<file path="src/rtl/light_seq_monitor_pkg.sv">
// Shared encodings for the traffic-light sequencer and its downstream monitor.
package light_seq_monitor_pkg;

  localparam logic [1:0] COL_RED = 2'b00;
  localparam logic [1:0] COL_YEL = 2'b10;
  localparam logic [1:0] COL_GRN = 2'b01;
  localparam logic [1:0] COL_ILL = 2'b11;

  localparam logic [2:0] ACT_RED = 3'b011;
  localparam logic [2:0] ACT_YEL = 3'b100;
  localparam logic [2:0] ACT_GRN = 3'b101;

  localparam logic [1:0] ERR_NONE = 2'b00;
  localparam logic [1:0] ERR_ILL  = 2'b01;
  localparam logic [1:0] ERR_ACT  = 2'b10;
  localparam logic [1:0] ERR_SEQ  = 2'b11;

  typedef enum logic [2:0] {
    ST_HUNT,
    ST_EXP_Y1,
    ST_EXP_G1,
    ST_EXP_Y2,
    ST_EXP_G2,
    ST_EXP_R
  } mon_state_e;

  // The illegal colour maps to an action code the sequencer never emits.
  function automatic logic [2:0] exp_action(input logic [1:0] color);
    case (color)
      COL_RED: exp_action = ACT_RED;
      COL_YEL: exp_action = ACT_YEL;
      COL_GRN: exp_action = ACT_GRN;
      default: exp_action = 3'b000;
    endcase
  endfunction

endpackage

</file>
<file path="src/rtl/light_fail_blink.sv">
// Fail-safe flasher: high on start, then toggles every BLINK_HALF cycles until stop.
module light_fail_blink #(
  parameter int BLINK_HALF = 4
) (
  input  logic clk,
  input  logic reset_n,
  input  logic start,
  input  logic stop,
  output logic blink
);
  localparam int CW = (BLINK_HALF > 1) ? $clog2(BLINK_HALF) : 1;
  localparam logic [CW-1:0] LAST = CW'(BLINK_HALF - 1);

  logic [CW-1:0] cnt;
  logic          run;

  always_ff @(posedge clk or negedge reset_n) begin
    if (!reset_n) begin
      cnt   <= '0;
      run   <= 1'b0;
      blink <= 1'b1;
    end else if (stop) begin
      cnt   <= '0;
      run   <= 1'b0;
      blink <= 1'b1;
    end else if (start) begin
      cnt   <= '0;
      run   <= 1'b1;
      blink <= 1'b1;
    end else if (run) begin
      if (cnt == LAST) begin
        cnt   <= '0;
        blink <= ~blink;
      end else begin
        cnt <= cnt + 1'b1;
      end
    end
  end

endmodule

</file>
<file path="src/rtl/light_seq_monitor.sv">
// Checks the sequencer colour/action stream, counts RED-to-RED cycles and drives
// the lamps, falling back to a flashing red on the first fault until cleared.
module light_seq_monitor
  import light_seq_monitor_pkg::*;
#(
  parameter int CNT_W      = 16,
  parameter int BLINK_HALF = 4
) (
  input  logic             clk,
  input  logic             reset_n,
  input  logic             en,
  input  logic             clear,
  input  logic [1:0]       color,
  input  logic [2:0]       action,
  output logic             lamp_r,
  output logic             lamp_y,
  output logic             lamp_g,
  output logic             seq_err,
  output logic [1:0]       err_code,
  output logic [CNT_W-1:0] cycle_cnt,
  output logic             locked
);
  localparam logic [CNT_W-1:0] CNT_MAX = {CNT_W{1'b1}};

  mon_state_e state, state_nxt;
  logic       illegal, mismatch, good, seq_bad, fault, wrap, blink_start, blink;
  logic [1:0] want, fault_code;
  logic [2:0] lamp_q;

  always_comb begin
    illegal  = (color == COL_ILL);
    mismatch = !illegal && (action != exp_action(color));
    good     = !illegal && !mismatch;
    case (state)
      ST_EXP_Y1, ST_EXP_Y2: want = COL_YEL;
      ST_EXP_G1, ST_EXP_G2: want = COL_GRN;
      default:              want = COL_RED;
    endcase
    seq_bad = good && (state != ST_HUNT) && (color != want);

    fault_code = ERR_NONE;
    if (illegal)       fault_code = ERR_ILL;
    else if (mismatch) fault_code = ERR_ACT;
    else if (seq_bad)  fault_code = ERR_SEQ;
    fault = en && (fault_code != ERR_NONE);
    wrap  = en && !fault && (state == ST_EXP_R);

    state_nxt = state;
    if (clear || fault) begin
      state_nxt = ST_HUNT;
    end else if (en) begin
      case (state)
        ST_HUNT:   if (color == COL_RED) state_nxt = ST_EXP_Y1;
        ST_EXP_Y1: state_nxt = ST_EXP_G1;
        ST_EXP_G1: state_nxt = ST_EXP_Y2;
        ST_EXP_Y2: state_nxt = ST_EXP_G2;
        ST_EXP_G2: state_nxt = ST_EXP_R;
        default:   state_nxt = ST_EXP_Y1;
      endcase
    end
  end

  always_ff @(posedge clk or negedge reset_n) begin
    if (!reset_n) state <= ST_HUNT;
    else          state <= state_nxt;
  end

  always_ff @(posedge clk or negedge reset_n) begin
    if (!reset_n) begin
      seq_err   <= 1'b0;
      err_code  <= ERR_NONE;
      cycle_cnt <= '0;
      lamp_q    <= 3'b100;
    end else if (clear) begin
      seq_err   <= 1'b0;
      err_code  <= ERR_NONE;
      cycle_cnt <= '0;
      lamp_q    <= 3'b100;
    end else if (fault) begin
      seq_err <= 1'b1;
      if (!seq_err) err_code <= fault_code;
    end else if (en) begin
      if (wrap && cycle_cnt != CNT_MAX) cycle_cnt <= cycle_cnt + 1'b1;
      lamp_q <= {color == COL_RED, color == COL_YEL, color == COL_GRN};
    end
  end

  // Only the first fault restarts the flash phase; later faults leave it running.
  assign blink_start = fault && !seq_err && !clear;

  light_fail_blink #(.BLINK_HALF(BLINK_HALF)) u_blink (
    .clk     (clk),
    .reset_n (reset_n),
    .start   (blink_start),
    .stop    (clear),
    .blink   (blink)
  );

  assign lamp_r = seq_err ? blink : lamp_q[2];
  assign lamp_y = lamp_q[1] & ~seq_err;
  assign lamp_g = lamp_q[0] & ~seq_err;
  assign locked = (state != ST_HUNT);

endmodule

</file>
<file path="config.mk">
export PLATFORM = sky130hd
export DESIGN_NAME = light_seq_monitor
export DESIGN_NICKNAME = d
export VERILOG_FILES = /design/src/rtl/light_seq_monitor_pkg.sv /design/src/rtl/light_fail_blink.sv /design/src/rtl/light_seq_monitor.sv
export SDC_FILE = /design/constraint.sdc
export NUM_CORES = 1
export LEC_CHECK = 0
export ABC_AREA = 0
export BUFFER_PORTS_ARGS = -buffer_cell sky130_fd_sc_hd__buf_2
export CAP_MARGIN = 40
export CORE_MARGIN = 10
export CORE_UTILIZATION = 46
export CTS_BUF_LIST = sky130_fd_sc_hd__clkbuf_8
export CTS_CLUSTER_SIZE = 28
export DETAILED_ROUTE_END_ITERATION = 6
export GPL_ROUTABILITY_DRIVEN = 0
export PLACE_DENSITY_LB_ADDON = 0.3
export SLEW_MARGIN = 20
export SYNTH_ARGS = -nofsm -noshare
export SYNTH_HDL_FRONTEND = slang
export SYNTH_SLANG_ARGS = --single-unit
</file>
<file path="constraint.sdc">
create_clock -name clk -period 2.1 [get_ports clk]
set_input_delay 0.42 -clock clk [delete_from_list [all_inputs] [get_ports clk]]
set_output_delay 0.42 -clock clk [all_outputs]
set_load 0.01 [all_outputs]
</file>
==> key figures, run 1 <==
Status
  • Status: finished clean

Worst setup path
  • Register-to-Register Path Depth: 8
  • Worst EP arrival: 2.28 ns
  • R2r startpoint: state[0]$_DFFE_PN0P_
  • Startpoint Class: register
  • CP Capture Type: register
  • R2R Setup Slk: 0.04 ns
  • Req. time, crit path: 2.32 ns
  • WS Path Type: reg -> reg
  • Worst-path maximum fanout: 7
  • Reg2reg end: cycle_cnt[9]$_DFFE_PN0P_

Pwr
  • Leak: 1.021 nW
  • Power per cell area: 552.4 nW/um^2
  • Tot Pwr: 1.234 mW
  • Peak supply drop: 0.0003653 V

Logic synthesis
  • Mapped Nets: 197
  • Async SR Flop Fraction: 1.000
  • Yosys reg bits: 29
  • Post-Syn Area per Cell: 9.274 sq um
  • Netlist cell types: 46
  • Top post-synthesis cells by area: dfrtp_1, a21oi_1, ha_1
  • Synth area leader: dfrtp_1
  • Top cells by count, synth: dfrtp_1, a21oi_1, nor2_1, nand2_1
  • Post-synth top flop: dfrtp_1
  • Register area share after synthesis: 0.4314
  • Top cell type's share of synthesized area: 0.4003
  • Synth warn: 0
  • Synth Cell Area: 1688 sq um
  • Cells after synthesis: 182
  • Most frequent cell after synthesis: dfrtp_1
  • Post-synth EDFFs: 0

Detailed routing
  • Iter 0 DRT Violations: 77
  • Drt wl/cell: 14.55 um
  • DRT Wirelength: 4176 um
  • Vias/cell: 5.397
  • ANT nets after route: 0
  • DR vias: 1,549
  • Post-route DRC violation count: 0
  • DRT Pass-1 Iters: 4

STA
  • Crit share post-route: 0.9795
  • Worst setup margin: 0.04314 ns
  • Final Hold Vio Count: 0
  • Unrepaired setup endpoints after global routing: true
  • Final Skew: 0.005465 ns
  • Min Tclk post-route: 2.057 ns
  • Final Max Slew Viols: 0
  • Worst relative slew slack: 0.5805
  • FMAX: 486.2 MHz
  • Fin Hold WS: 0.1382 ns
  • Worst-Margin Slew: 0.6292 ns
  • Final setup vio count: 0

Floorplanning
  • Top-level I/O count: 32
  • Cell Rows: 21
  • Core area: 3442 sq um
  • Total die area: 6492 sq um
  • Die Wd: 80.58 um
  • Initial Util: 0.4904
  • Die height: 80.58 um

Clock tree
  • CTS Buf Count: 5
  • Worst-Skew Late Latency: 0.29 ns
  • Bufs on Longest Clock Path: 2
  • TritonCTS clock tree: yes
  • Root buffer cell: clkbuf_8
  • CTS sink cnt: 29
  • H-Tree Depth: 2
  • Worst-path clk slew: 0.06 ns
  • Cts-stage hold buffer count: 0

Hold path
  • Worst hold path type: in -> async

Run
  • Max-cap violations: 0

Final layout
  • Layout net count: 255
  • Layout cells sized above 1: 0.3817
  • Final instance area: 2233 sq um
  • Fill count: 292
  • Area Overhead vs Synth: 32.32%
  • Ant. Diodes: 0

Placed design
  • Hpwl dp: 2964 um
  • DP Area: 2046 sq um
  • Setup slack at placement: -0.2775 ns
  • PortBufs: 31

Global routing
  • Global-route wire length before repair: 6686 um
  • Largest net degree at the start of global routing: 30
  • Initial antenna violation count: 0
  • Vias in the first global route: 1,523
  • Total GRT Usage: 0.1297
  • Grt total ovfl: 0
## cell families after synthesis
family / share of synthesized area
and+or+nand+nor: 0.2535
AOI/OAI and AO/OA: 0.1735
DFF: 0.4314
buffers and inverters: 0.03336
muxes: 0.03781
adders and majority gates: 0.04448
xor gates and xnor gates: 0.02594
## metrics by stage
step | util | instances | setup TNS [ns]
after floorplan | - | 182 | -0.02900
after global placement | 0.5943 | 276 | -2.911
after detailed placement | 0.5943 | 276 | -3.974
after CTS | 0.6256 | 284 | 0
after global routing | 0.6489 | 287 | -0.07249
final | 0.6489 | 287 | 0
## worst max-delay path, stage by stage (launching register included)
cell and delay [ns]:
dfrtp_1 0.39, buf_4 0.15, nor2_2 0.15, a31oi_1 0.08, o22ai_2 0.24, buf_4 0.16
nand4_4 0.13, or4_4 0.55, a21oi_2 0.13
## power by group
part	internal, mW	leakage, nW	total (mW)	switching (mW)
combinational	0.0586	0.573	0.137	0.0789
clock	0.296	0.0542	0.519	0.223
sequential	0.569	0.394	0.577	0.00830
## worst max path at each step
stage	start	end	slack, ns	cells past startpoint
4_1_cts	state[0]$_DFFE_PN0P_	cycle_cnt[9]$_DFFE_PN0P_	0.007	6
2_1_floorplan	color[1]	lamp_q[0]$_DFFE_PN0P_	-0.03	8
5_1_grt	state[1]$_DFFE_PN0P_	cycle_cnt[9]$_DFFE_PN0P_	-0.04	5
3_3_place_gp	color[1]	lamp_q[0]$_DFFE_PN0P_	-0.20	9
3_5_place_dp	color[1]	cycle_cnt[8]$_DFFE_PN0P_	-0.28	9
6_report	state[0]$_DFFE_PN0P_	cycle_cnt[9]$_DFFE_PN0P_	0.04	8
## timing repair
action,CTS,global route
setup buffers,0,2
pin swaps,0,12
gates resized for setup,1,13
setup endpoints to repair,1,13
gates cloned,0,1
## layout by cell type, fill, tap and decap left out, drive strengths merged, types with 2 or more instances in the layout
cell type | Yosys | final
o31ai | 5 | 5
buf | 2 | 55
o21ai | 10 | 10
dfstp | 2 | 2
or4 | 5 | 5
dfrtp | 27 | 27
nand4 | 4 | 5
nand2b | 2 | 2
xor2 | 5 | 5
or2 | 2 | 2
or3 | 9 | 9
ha | 6 | 6
nor2 | 18 | 18
nor2b | 4 | 4
nand3 | 9 | 9
a22oi | 2 | 2
mux2 | 3 | 3
nand2 | 13 | 13
inv | 8 | 8
a21oi | 19 | 19
mux2i | 3 | 3
clkbuf | 3 | 7
nor3 | 5 | 5
## area by class of cell
class,instances,area (sq um),share of cell area
clock buffers,7,96.34,0.04314
inverters,8,30.03,0.01345
clock inverters,1,5.005,0.002241
well taps,46,57.56,0.02577
multi-input cells,141,970.9,0.4347
repair buffers,55,345.3,0.1546
flip-flops and latches,29,728.2,0.3261
## per-layer routing
layer / vias to the layer above / global-route usage / part of all wire
met5: - / 0 / 0
met2: 38 / 0.2158 / 0.49
met3: 7 / 0.05568 / 0.064
met4: 0 / 0.04225 / 0.015
li1: 780 / - / -
met1: 724 / 0.1451 / 0.44
## state kept, by name (all words and copies together), names as in the netlist
register	count
cycle_cnt	16
err_code	2
lamp_q	3
seq_err	1
state	3
u_blink.blink	1
u_blink.cnt	2
u_blink.run	1
(Power assumes the default switching activity.)
==> run 2, diff against run 1 <==
==> constraint.sdc (replaced) <==
create_clock -name clk -period 2.25 [get_ports clk]
set_input_delay 0.45 -clock clk [delete_from_list [all_inputs] [get_ports clk]]
set_output_delay 0.45 -clock clk [all_outputs]
set_load 0.01 [all_outputs]
==> run 2 against run 1 <==
Clock skew fell by 0.0022 ns. Non-clock buffer count fell by 6. Final cell count fell by 2.8%. Critical endpoint unchanged.
==> key figures, run 2 (synthesized netlist as in run 1, its figures left out) <==
Detailed routing
  • DR vias: 1,501 (was 1,549)
  • Vias/cell: 5.380 (was 5.397)
  • DRT Pass-1 Iters: 4 (unchanged)
  • ANT nets after route: 0 (unchanged)
  • Iter 0 DRT Violations: 132 (was 77)
  • DRT Wirelength: 3742 um (was 4176 um)
  • Post-route DRC violation count: 0 (unchanged)
  • Drt wl/cell: 13.41 um (was 14.55 um)

Final layout
  • Layout net count: 248 (was 255)
  • Layout cells sized above 1: 0.3219 (was 0.3817)
  • Ant. Diodes: 0 (unchanged)
  • Fill count: 323 (was 292)
  • Number of flip-flops in the largest register: 16 (unchanged)
  • Area Overhead vs Synth: 25.06% (was 32.32%)
  • Top reg by flops: cycle_cnt (unchanged)
  • Post-layout util: 0.6132 (was 0.6489)
  • Largest registers: cycle_cnt: 16 flops, lamp_q: 3 flops, state: 3 flops (unchanged)
  • Most common cell after layout, fill and taps aside: buf_2 (unchanged)
  • Most frequent cells in the layout: buf_2, dfrtp_1, a21oi_1, buf_4, nor2_1 (was buf_2, dfrtp_1, buf_4, a21oi_1, nor2_1)
  • Footprint of the multi-input gates: 917.1 sq um (was 970.9 sq um)
  • Register area: 729.5 sq um (was 728.2 sq um)

Placed design
  • PortBufs: 31 (unchanged)
  • Hpwl dp: 2826 um (was 2964 um)
  • Setup slack at placement: -0.1840 ns (was -0.2775 ns)

Global routing
  • Vias in the first global route: 1,440 (was 1,523)
  • Initial antenna violation count: 0 (unchanged)
  • Total GRT Usage: 0.1230 (was 0.1297)
  • Global-route wire length before repair: 6479 um (was 6686 um)
  • Largest net degree at the start of global routing: 30 (unchanged)
  • Grt total ovfl: 0 (unchanged)

Floorplanning
  • Initial Util: 0.4904 (unchanged)
  • Die height: 80.58 um (unchanged)
  • Core area: 3442 sq um (unchanged)
  • Top-level I/O count: 32 (unchanged)
  • Die Wd: 80.58 um (unchanged)
  • Total die area: 6492 sq um (unchanged)
  • Cell Rows: 21 (unchanged)

STA
  • Final Skew: 0.003253 ns (was 0.005465 ns)
  • Unrepaired setup endpoints after global routing: false (was true)
  • Min Tclk post-route: 2.122 ns (was 2.057 ns)
  • FMAX: 471.2 MHz (was 486.2 MHz)
  • Final Max Slew Viols: 0 (unchanged)
  • Final setup vio count: 0 (unchanged)
  • Fin Setup TNS: 0 ns (unchanged)
  • Final Hold Vio Count: 0 (unchanged)
  • Worst relative slew slack: 0.5928 (was 0.5805)
  • Worst-Margin Slew: 0.6108 ns (was 0.6292 ns)
  • Crit share post-route: 0.9433 (was 0.9795)
  • Fin Hold WS: 0.1813 ns (was 0.1382 ns)
  • Worst setup margin: 0.1277 ns (was 0.04314 ns)

Run
  • Max-cap violations: 0 (unchanged)

Clock tree
  • CTS sink cnt: 29 (unchanged)
  • Bufs on Longest Clock Path: 2 (unchanged)
  • Postcts setup bufs: 0 (unchanged)
  • Worst-Skew Late Latency: 0.28 ns (was 0.29 ns)
  • Root buffer cell: clkbuf_8 (unchanged)
  • TritonCTS clock tree: yes (unchanged)
  • CTS Buf Count: 5 (unchanged)
  • H-Tree Depth: 2 (unchanged)
  • Cts-stage hold buffer count: 0 (unchanged)
  • Worst-path clk slew: 0.06 ns (about the same)

Pwr
  • Leak: 0.9793 nW (was 1.021 nW)
  • Peak supply drop: 0.0002508 V (was 0.0003653 V)
  • Power per cell area: 508.2 nW/um^2 (was 552.4 nW/um^2)
  • Tot Pwr: 1.073 mW (was 1.234 mW)

Worst setup path
  • Startpoint Class: register (unchanged)
  • WS Path Type: reg -> reg (unchanged)
  • Worst-path maximum fanout: 12 (was 7)
  • CP Capture Type: register (unchanged)
  • Worst EP arrival: 2.32 ns (was 2.28 ns)
  • Req. time, crit path: 2.45 ns (was 2.32 ns)

Hold path
  • Worst hold path type: in -> async (unchanged)

Status
  • Status: finished clean (unchanged)
## run 2: final cells by class
type,instances,area share
multi-input cells,140,0.4345
flip-flops and latches,29,0.3456
repair buffers,49,0.1375
clock buffers,6,0.03912
well taps,46,0.02727
inverters,8,0.01423
clock inverters,1,0.001778
## run 2: metrics by stage
stage	instance area, sq um	std cells
after CTS	2096	279
after floorplan	1688	182
final	2111	279
after global routing	2111	279
after detailed placement	2009	272
after global placement	2009	272
## run 2: final timing paths
| check | from | end | slack, ns | cells past startpoint |
|---|---|---|---|---|
| min in group clk | en | state[0]$_DFFE_PN0P_ | 0.52 | 3 |
| worst max-delay path | state[0]$_DFFE_PN0P_ | cycle_cnt[9]$_DFFE_PN0P_ | 0.13 | 6 |
| worst min-delay path | reset_n | lamp_q[1]$_DFFE_PN0P_ | 0.18 | 1 |
| worst max register to register | state[0]$_DFFE_PN0P_ | cycle_cnt[9]$_DFFE_PN0P_ | 0.13 | 6 |
| max in group asynchronous | reset_n | state[0]$_DFFE_PN0P_ | 1.63 | 1 |
| worst min register to register | lamp_q[1]$_DFFE_PN0P_ | lamp_q[1]$_DFFE_PN0P_ | 0.53 | 2 |
## run 2: routing by layer
layer	part of all wire	GRT usage
met5	0	0
met4	0.0094	0.04225
met3	0.061	0.04900
met2	0.47	0.1887
met1	0.46	0.1519
## run 2: worst max-delay path: stages (launching register included)
cell and delay, ns:
dfrtp_2 0.41, inv_2 0.06, or3_4 0.41, nor3b_4 0.27, nand4_4 0.23, or4_1 0.52
a21oi_1 0.16
## run 2: timing repair
| action | 4_1_cts | 5_1_grt |
|---|---|---|
| hold endpoints to repair | 0 | 0 |
| resized for setup | 0 | 4 |
| endpoints found under the setup margin | 0 | 8 |
## run 2: where the power goes
part           switching (mW)  total (mW)  internal, mW
combinational          0.0662       0.116        0.0498
sequential            0.00826       0.540         0.531
clock                   0.180       0.417         0.237
==> run 3, diff against run 2 <==
--- a/config.mk
+++ b/config.mk
@@ -9,7 +9,7 @@
 export BUFFER_PORTS_ARGS = -buffer_cell sky130_fd_sc_hd__buf_2
 export CAP_MARGIN = 40
 export CORE_MARGIN = 10
-export CORE_UTILIZATION = 46
+export CORE_UTILIZATION = 35
 export CTS_BUF_LIST = sky130_fd_sc_hd__clkbuf_8
 export CTS_CLUSTER_SIZE = 28
 export DETAILED_ROUTE_END_ITERATION = 6
==> constraint.sdc (replaced) <==
create_clock -name clk -period 2.5 [get_ports clk]
set_input_delay 0.5 -clock clk [delete_from_list [all_inputs] [get_ports clk]]
set_output_delay 0.5 -clock clk [all_outputs]
set_load 0.01 [all_outputs]
==> run 3 against run 2 <==
Count of clock-buffer cells in the layout down 1. Critical path depth unchanged. Worst hold slack gained 0.073 ns. Sequential cell count stayed put. Critical endpoint is now cycle_cnt[8]$_DFFE_PN0P_. Largest cell class unchanged.
==> key figures, run 3 (synthesized netlist as in run 1, its figures left out) <==
Detailed routing
  • Drt wl/cell: 14.29 um (was 13.41 um)
  • DRT Wirelength: 4002 um (was 3742 um)
  • ANT nets after route: 0 (unchanged)
  • Vias/cell: 5.321 (was 5.380)
  • DR vias: 1,490 (was 1,501)
  • Post-route DRC violation count: 0 (unchanged)
  • Iter 0 DRT Violations: 56 (was 132)
  • DRT Pass-1 Iters: 4 (unchanged)

Clock tree
  • Postcts setup bufs: 0 (unchanged)
  • Cts-stage hold buffer count: 0 (unchanged)
  • Root buffer cell: clkbuf_8 (unchanged)
  • Worst-Skew Late Latency: 0.28 ns (about the same)
  • H-Tree Depth: 2 (unchanged)
  • Worst-path clk slew: 0.07 ns (was 0.06 ns)
  • CTS Buf Count: 5 (unchanged)
  • CTS sink cnt: 29 (unchanged)
  • TritonCTS clock tree: yes (unchanged)
  • Bufs on Longest Clock Path: 2 (unchanged)
  • PostCTS Resize Cnt: 0 (unchanged)

STA
  • FMAX: 453.0 MHz (was 471.2 MHz)
  • Crit share post-route: 0.8830 (was 0.9433)
  • Fin Setup TNS: 0 ns (unchanged)
  • Worst relative slew slack: 0.5444 (was 0.5928)
  • Fin Hold WS: 0.2543 ns (was 0.1813 ns)
  • Final Hold Vio Count: 0 (unchanged)
  • Final setup vio count: 0 (unchanged)
  • Min Tclk post-route: 2.208 ns (was 2.122 ns)
  • Final Max Slew Viols: 0 (unchanged)
  • Final Skew: 0.006241 ns (was 0.003253 ns)
  • Worst-Margin Slew: 0.6834 ns (was 0.6108 ns)
  • Unrepaired setup endpoints after global routing: false (unchanged)

Pwr
  • Leak: 0.9443 nW (was 0.9793 nW)
  • Power per cell area: 468.1 nW/um^2 (was 508.2 nW/um^2)
  • Peak supply drop: 0.0002411 V (was 0.0002508 V)
  • Tot Pwr: 0.9559 mW (was 1.073 mW)

Floorplanning
  • Cell Rows: 25 (was 21)
  • Total die area: 8000 sq um (was 6492 sq um)
  • Die height: 89.45 um (was 80.58 um)
  • Die Wd: 89.45 um (was 80.58 um)
  • Initial Util: 0.3597 (was 0.4904)
  • Core area: 4692 sq um (was 3442 sq um)
  • Top-level I/O count: 32 (unchanged)

Final layout
  • Number of flip-flops in the largest register: 16 (unchanged)
  • Area Overhead vs Synth: 20.98% (was 25.06%)
  • Most common cell after layout, fill and taps aside: buf_2 (unchanged)
  • Layout net count: 240 (was 248)
  • Largest registers: cycle_cnt: 16 flops, lamp_q: 3 flops, state: 3 flops (unchanged)
  • Ant. Diodes: 0 (unchanged)
  • Top reg by flops: cycle_cnt (unchanged)
  • Layout cells sized above 1: 0.2832 (was 0.3219)
  • Most frequent cells in the layout: buf_2, dfrtp_1, a21oi_1, nor2_1, nand2_1 (was buf_2, dfrtp_1, a21oi_1, buf_4, nor2_1)

Worst setup path
  • Worst EP arrival: 2.37 ns (was 2.32 ns)
  • Req. time, crit path: 2.67 ns (was 2.45 ns)
  • Startpoint Class: register (unchanged)
  • Sequence of cells on the critical path: inv_2 -> or3_4 -> nor3b_4 -> nand4_4 -> nor4_1 -> mux2_2 (was inv_2 -> or3_4 -> nor3b_4 -> nand4_4 -> or4_1 -> a21oi_1)
  • WS Path Type: reg -> reg (unchanged)
  • CP Capture Type: register (unchanged)
  • CP peak stage delay: 0.45 ns (was 0.52 ns)
  • Worst-path maximum fanout: 15 (was 12)
  • CP max stage cell: dfrtp_1 (was or4_1)

Global routing
  • Vias in the first global route: 1,403 (was 1,440)
  • Largest net degree at the start of global routing: 30 (unchanged)
  • Global-route wire length before repair: 6693 um (was 6479 um)
  • Total GRT Usage: 0.1069 (was 0.1230)
  • Initial antenna violation count: 0 (unchanged)
  • Grt total ovfl: 0 (unchanged)

Hold path
  • Worst hold path type: in -> async (unchanged)

Run
  • Max-cap violations: 0 (unchanged)

Placed design
  • PortBufs: 31 (unchanged)
  • Hpwl dp: 2865 um (was 2826 um)

Status
  • Status: finished clean (unchanged)
-- run 3: cell count changes in the layout (fill, tap and decap cells not counted), sizes merged --
cell | before | now
buf | 49 | 41
clkinv | 0 | 2
clkbuf | 6 | 5
-- run 3: critical path: cells and delay by family, from the launching register on --
kind	cells	cell delay, ns
buf+inv	1	0.07
flops	1	0.45
mux	1	0.37
simple gates	4	1.21
-- run 3: per-layer routing --
metal / up-vias / share of wire / global-route usage
li1: 750 / - / -
met1: 701 / 0.48 / 0.1324
met2: 30 / 0.45 / 0.1630
met3: 9 / 0.058 / 0.03464
met4: 0 / 0.017 / 0.05202
met5: - / 0 / 0
-- run 3: worst paths after layout --
| kind | start | end | slack, ns | cells past startpoint |
|---|---|---|---|---|
| worst max-delay path | state[0]$_DFFE_PN0P_ | cycle_cnt[8]$_DFFE_PN0P_ | 0.29 | 6 |
| worst min-delay path | reset_n | err_code[1]$_DFFE_PN0P_ | 0.25 | 1 |
| worst max register to register | state[0]$_DFFE_PN0P_ | cycle_cnt[8]$_DFFE_PN0P_ | 0.29 | 6 |
| worst min register to register | lamp_q[0]$_DFFE_PN0P_ | lamp_q[0]$_DFFE_PN0P_ | 0.52 | 2 |
| max in group asynchronous | reset_n | state[0]$_DFFE_PN0P_ | 1.81 | 1 |
| min in group clk | lamp_q[0]$_DFFE_PN0P_ | lamp_q[0]$_DFFE_PN0P_ | 0.52 | 2 |
-- run 3: power breakdown --
group	switching, mW	leakage [nW]	internal [mW]	total, mW
clock network	0.183	0.0491	0.188	0.372
registers	0.00801	0.394	0.478	0.486
logic	0.0590	0.501	0.0394	0.0985
-- run 3: stage by stage --
stage	std cells	utilization	setup slack (ns)	instance area, sq um
4_1_cts	280	0.4352	0.2892	2042
3_3_place_gp	272	0.4176	0.05348	1959
5_1_grt	280	0.4352	0.1278	2042
3_5_place_dp	272	0.4176	-0.00004508	1959
6_report	280	0.4352	0.2925	2042
2_1_floorplan	182	-	0.2609	1688
-- run 3: area by class of cell --
type / count / area, sq um
clock buffer: 5 / 68.82
clock inverter: 3 / 13.76
fill: 481 / 2650
inverter: 8 / 30.03
multi-input combinational: 140 / 903.4
sequential: 29 / 728.2
tap: 54 / 67.56
timing repair buffer: 41 / 230.2
